File: config.mk
export PLATFORM = sky130hd
export DESIGN_NAME = img_feeder_121
export DESIGN_NICKNAME = d
export VERILOG_FILES = /design/src/rtl/img_feeder_121.sv
export SDC_FILE = /design/constraint.sdc
export NUM_CORES = 1
export LEC_CHECK = 0
export ABC_AREA = 1
export ABC_CLOCK_PERIOD_IN_PS = 5000
export BUFFER_PORTS_ARGS = -buffer_cell sky130_fd_sc_hd__buf_2
export CAP_MARGIN = 30
export CORE_AREA = 2 2 403 405
export DETAILED_ROUTE_END_ITERATION = 7
export DIE_AREA = 0 0 405 407
export GPL_ROUTABILITY_DRIVEN = 0
export PLACE_DENSITY_LB_ADDON = 0.05
export SYNTH_ARGS = -nofsm -noshare
export SYNTH_HDL_FRONTEND = slang
export SYNTH_SLANG_ARGS = --single-unit
File: constraint.sdc
create_clock -name clk -period 5 [get_ports clk]
set_input_delay 1 -clock clk [delete_from_list [all_inputs] [get_ports clk]]
set_output_delay 1 -clock clk [all_outputs]
set_load 0.05 [all_outputs]
File: src/rtl/img_feeder_121.sv
// rtl/img_feeder_121.sv - pixel stream to image buffer feeder with result capture
//
// Collects N_PIX pixels of PIX_W bits from a valid/ready pixel stream into a
// flat image register, fires a one-cycle start pulse to the network top,
// waits for the network's result-ready pulse, and holds the captured
// prediction until the result consumer takes it.
//
// Optional feature macro: FEEDER_TIMEOUT_EN
//   defined   - watchdog counts WAIT cycles; after TIMEOUT_CYC cycles without
//               ready_top it pulses timeout and returns to LOAD.
//   undefined - no watchdog, timeout tied low, WAIT held indefinitely.
//
// Ports:
//   clk        in   clock, all state changes on its rising edge
//   rst        in   asynchronous active-low reset
//   pix_data   in   incoming pixel
//   pix_valid  in   pix_data valid
//   pix_ready  out  feeder accepts a pixel this cycle (LOAD only)
//   img_source out  assembled image, pixel k at [PIX_W*k +: PIX_W]
//   valid_top  out  one-cycle start pulse to network top
//   ready_top  in   network result-ready pulse (honoured in WAIT only)
//   number     in   network prediction, valid while ready_top=1
//   res_data   out  captured prediction, retained until the next capture
//   res_valid  out  res_data valid
//   res_ready  in   result consumer accepts res_data
//   busy       out  high unless idle in LOAD with no pixels collected
//   timeout    out  one-cycle watchdog pulse

module img_feeder_121 #(
    parameter int N_PIX       = 121,
    parameter int PIX_W       = 8,
    parameter int TIMEOUT_CYC = 4096
) (
    input  logic                   clk,
    input  logic                   rst,
    input  logic [PIX_W-1:0]       pix_data,
    input  logic                   pix_valid,
    output logic                   pix_ready,
    output logic [N_PIX*PIX_W-1:0] img_source,
    output logic                   valid_top,
    input  logic                   ready_top,
    input  logic [31:0]            number,
    output logic [31:0]            res_data,
    output logic                   res_valid,
    input  logic                   res_ready,
    output logic                   busy,
    output logic                   timeout
);

    typedef enum logic [1:0] {
        S_LOAD   = 2'd0,
        S_FIRE   = 2'd1,
        S_WAIT   = 2'd2,
        S_RESULT = 2'd3
    } state_t;

    localparam int CNT_W = (N_PIX > 1) ? $clog2(N_PIX) : 1;
    localparam logic [CNT_W-1:0] LAST_PIX = CNT_W'(N_PIX - 1);

    state_t                   state_q, state_d;
    logic [CNT_W-1:0]         pix_cnt_q, pix_cnt_d;
    logic [N_PIX*PIX_W-1:0]   img_q, img_d;
    logic [31:0]              res_data_q, res_data_d;
    logic                     res_valid_q, res_valid_d;

`ifdef FEEDER_TIMEOUT_EN
    localparam int TMO_W = (TIMEOUT_CYC > 2) ? $clog2(TIMEOUT_CYC) : 1;
    localparam logic [TMO_W-1:0] TMO_LAST = TMO_W'(TIMEOUT_CYC - 1);

    logic [TMO_W-1:0]         tmo_cnt_q, tmo_cnt_d;
    logic                     timeout_q, timeout_d;
`else
    logic                     unused_tmo_cfg;
    assign unused_tmo_cfg = ^TIMEOUT_CYC;
`endif

    always_comb begin
        state_d     = state_q;
        pix_cnt_d   = pix_cnt_q;
        img_d       = img_q;
        res_data_d  = res_data_q;
        res_valid_d = res_valid_q;
`ifdef FEEDER_TIMEOUT_EN
        tmo_cnt_d   = tmo_cnt_q;
        timeout_d   = 1'b0;
`endif
        case (state_q)
            S_LOAD: begin
                if (pix_valid) begin
                    // Decoded write keeps the image slice select static.
                    for (int i = 0; i < N_PIX; i++) begin
                        if (pix_cnt_q == CNT_W'(i)) begin
                            img_d[i*PIX_W +: PIX_W] = pix_data;
                        end
                    end
                    if (pix_cnt_q == LAST_PIX) begin
                        pix_cnt_d = '0;
                        state_d   = S_FIRE;
                    end else begin
                        pix_cnt_d = pix_cnt_q + 1'b1;
                    end
                end
            end
            S_FIRE: begin
                state_d = S_WAIT;
`ifdef FEEDER_TIMEOUT_EN
                tmo_cnt_d = '0;
`endif
            end
            S_WAIT: begin
                if (ready_top) begin
                    res_data_d  = number;
                    res_valid_d = 1'b1;
                    state_d     = S_RESULT;
                end
`ifdef FEEDER_TIMEOUT_EN
                else if (tmo_cnt_q == TMO_LAST) begin
                    timeout_d = 1'b1;
                    state_d   = S_LOAD;
                end else begin
                    tmo_cnt_d = tmo_cnt_q + 1'b1;
                end
`endif
            end
            S_RESULT: begin
                if (res_ready) begin
                    res_valid_d = 1'b0;
                    state_d     = S_LOAD;
                end
            end
            default: state_d = S_LOAD;
        endcase
    end

    always_ff @(posedge clk or negedge rst) begin
        if (!rst) begin
            state_q     <= S_LOAD;
            pix_cnt_q   <= '0;
            img_q       <= '0;
            res_data_q  <= '0;
            res_valid_q <= 1'b0;
`ifdef FEEDER_TIMEOUT_EN
            tmo_cnt_q   <= '0;
            timeout_q   <= 1'b0;
`endif
        end else begin
            state_q     <= state_d;
            pix_cnt_q   <= pix_cnt_d;
            img_q       <= img_d;
            res_data_q  <= res_data_d;
            res_valid_q <= res_valid_d;
`ifdef FEEDER_TIMEOUT_EN
            tmo_cnt_q   <= tmo_cnt_d;
            timeout_q   <= timeout_d;
`endif
        end
    end

    assign pix_ready  = (state_q == S_LOAD);
    assign valid_top  = (state_q == S_FIRE);
    assign busy       = !((state_q == S_LOAD) && (pix_cnt_q == '0));
    assign img_source = img_q;
    assign res_data   = res_data_q;
    assign res_valid  = res_valid_q;
`ifdef FEEDER_TIMEOUT_EN
    assign timeout    = timeout_q;
`else
    assign timeout    = 1'b0;
`endif

endmodule

==> out/results.ini <==
[floorplanning]
io_pins=1050
start_util_pct=23.0
fp-row-count=147
die_y_um=407
core_area_sq_um=160000
fp.dieArea_sq_um=165000
dieWidth_um=405

[route]
first_pass_iters=5
routedWlPerCell_um=25.9
ant_nets=0
viasPerCell=4.27
vias=28600
totalWireLength_um=173000
drcViolationCount=0
drtIter0Drc=1920

[worst_setup_path]
reg2reg_slack_ns=1.94
cp-start-kind=flop
crit_path_end=busy
endpoint_kind=output pin
timing.rr.start=state_q[0]
rr_worst_depth=8
worst_r2r_endpoint=img_source[945]
required_ns=4.00
startpoint=pix_cnt_q[5]
crit_path_max_fanout=10
worstSetupPathType=flop to output pin
cp.arrival_ns=2.59

[power_and_ir_drop]
p_leak_nw=25.2
p_per_area_nw_per_um2=643
ir_worst_vdd_mv=0.337
power_w=0.0311

[yosys]
synth_nets=3506
yosysSeqAreaShare_pct=68.4
synthCells=3453
synth_cell_types=35
yosys_warnings=0
syn_area_sq_um=36900
synth.avg_cell_area_sq_um=10.7
ys_seq_elements=1010

[timing]
setup_viol=0
post-route-period-util_pct=71.8
worstMarginPinSlew_ns=0.984
fin_crit_ns=3.59
rsz0062_at_grt=no
maxSlewViolCount=0
fmax_mhz=278
slew_headroom_pct=34.2
hold_viol=0
setup_ws_ns=1.41
finClkSkew_ns=0.0255
tns_ns=0

[global_routing]
grtUsageTotal_pct=20.6
grt_pass1_vias=28000
grt-ovfl-total=0
grt_max_degree=119
antenna_found_initial=4
grt_pass1_wl_um=239000

[flow_run]
maxCapViolations=0

[cts]
ctsHtreeMaxLevel=4
clock_latency_ns=0.76
cts_hold_buf=0
cts-buffers-inserted=130
cts_max_path_buffers=3
cts.sink_count=1010
cts_tree=done
cts-resized-gates=0
postCtsSetupBuffers=0
clk_pin_slew_ns=0.05
clockRootBuffer=clkbuf_16

[place]
dpl_worst_slack_ns=1.46
numPortBuffers=1048
post-dp-hpwl_um=119000

[finish]
area_growth_pct=30.9
nNetsFinal=4492
drive_above_1_share_pct=30.6
layout_common_cells=nand2_1, buf_2, dfrtp_1
final_common_cell=nand2_1

[min_path]
min_path_type=input port to asynchronous set/reset pin

[run_status]
status=complete, no violations

-- sequential cells by signal, summed over array words and instances (netlist names) --
| signal | cells |
|---|---|
| pix_cnt_q | 7 |
| img_source | 968 |
| res_data | 32 |
| state_q | 2 |
| res_valid | 1 |
-- Yosys cell counts --
library cell / count / area, sq um
nand4_1: 4 / 25.0
clkbuf_1: 141 / 529
or2_2: 1 / 6.26
a21oi_1: 1 / 5.00
dfrtp_1: 1010 / 25300
nand2_4: 35 / 394
conb_1: 1 / 3.75
buf_1: 3 / 11.3
nand2_2: 3 / 18.8
nor2_2: 6 / 37.5
xor2_1: 2 / 17.5
o21ai_0: 913 / 4570
dlygate4sd3_1: 26 / 260
inv_1: 27 / 101
inv_4: 1 / 6.26
dlygate4sd1_1: 11 / 96.3
clkdlybuf4s50_2: 3 / 33.8
nor3_4: 6 / 97.6
nor3_2: 3 / 30.0
o21ai_1: 53 / 265
inv_2: 1 / 3.75
clkbuf_8: 2 / 27.5
nor2_1: 8 / 30.0
buf_4: 3 / 22.5
buf_6: 12 / 135
nand2_1: 1072 / 4020
buf_8: 2 / 30.0
clkinv_2: 1 / 5.00
buf_2: 36 / 180
nand3_1: 8 / 40.0
dlymetal6s2s_1: 1 / 12.5
mux2_2: 32 / 360
ha_1: 8 / 100
o21ai_2: 8 / 70.1
nor2_4: 9 / 101
-- worst min-delay path by stage --
stage,end,slack (ns),startpoint,cells past startpoint
2_1_floorplan,state_q[1],0.49,state_q[1],2
3_3_place_gp,img_source[35],0.46,img_source[35],2
3_5_place_dp,img_source[644],0.47,img_source[644],2
4_1_cts,img_source[354],0.20,rst,1
5_1_grt,img_source[354],0.23,rst,1
6_report,img_source[354],0.24,rst,1
-- metal layers --
| layer | share of wire (%) | track usage [%] | vias to the layer above | routed length, um |
|---|---|---|---|---|
| met5 | 0 | 0 | - | 0 |
| met4 | 2.6 | 5.58 | 0 | 4480 |
| met2 | 48 | 33.8 | 874 | 82700 |
| li1 | - | - | 13400 | - |
| met3 | 7.9 | 7.25 | 174 | 13700 |
| met1 | 42 | 25.7 | 14200 | 72400 |
-- metrics by stage --
stage          cell area (sq um)  util (%)  cells  hold slack, ns
2_1_floorplan              36900         -   3453           0.491
3_3_place_gp               44100      27.6   6464           0.461
3_5_place_dp               44200      27.6   6467           0.468
4_1_cts                    48300      30.2   6692           0.203
5_1_grt                    48300      30.2   6692           0.227
6_report                   48300      30.2   6695           0.236
-- critical path, cell delays in order (launching register included) --
cell	delay, ns
dfrtp_1	0.56
nor3_4	0.80
nand4_1	0.16
buf_2	0.30
-- cell families (layout without fill, tap and decap cells) --
logic type	after synthesis	count (layout)	synth area share, %
buffers and inverters	270	1349	3.94
other	1	4	0.0102
xor gates and xnor gates	2	2	0.0474
AOI/OAI and AO/OA	975	975	13.3
adders and majority gates	8	8	0.271
and+or+nand+nor	1155	1155	13.0
DFF	1010	1010	68.4
muxes	32	32	0.976
-- power by group --
group          total, W  internal [W]  leakage (nW)  switching (W)
combinational    0.0111       0.00204          9.34        0.00904
sequential       0.0108       0.00984          13.9       0.000936
clock           0.00924       0.00544          2.01        0.00380
-- area by class of cell --
cell class / count / area, sq um
fill: 17000 / 112000
sequential: 1010 / 25300
multi-input combinational: 2173 / 10200
timing repair buffer: 1094 / 5860
clock buffer: 200 / 3830
tap: 2160 / 2700
clock inverter: 25 / 293
inverter: 30 / 156
antenna: 3 / 7.51
No activity file was read; power rests on OpenSTA's default activity.
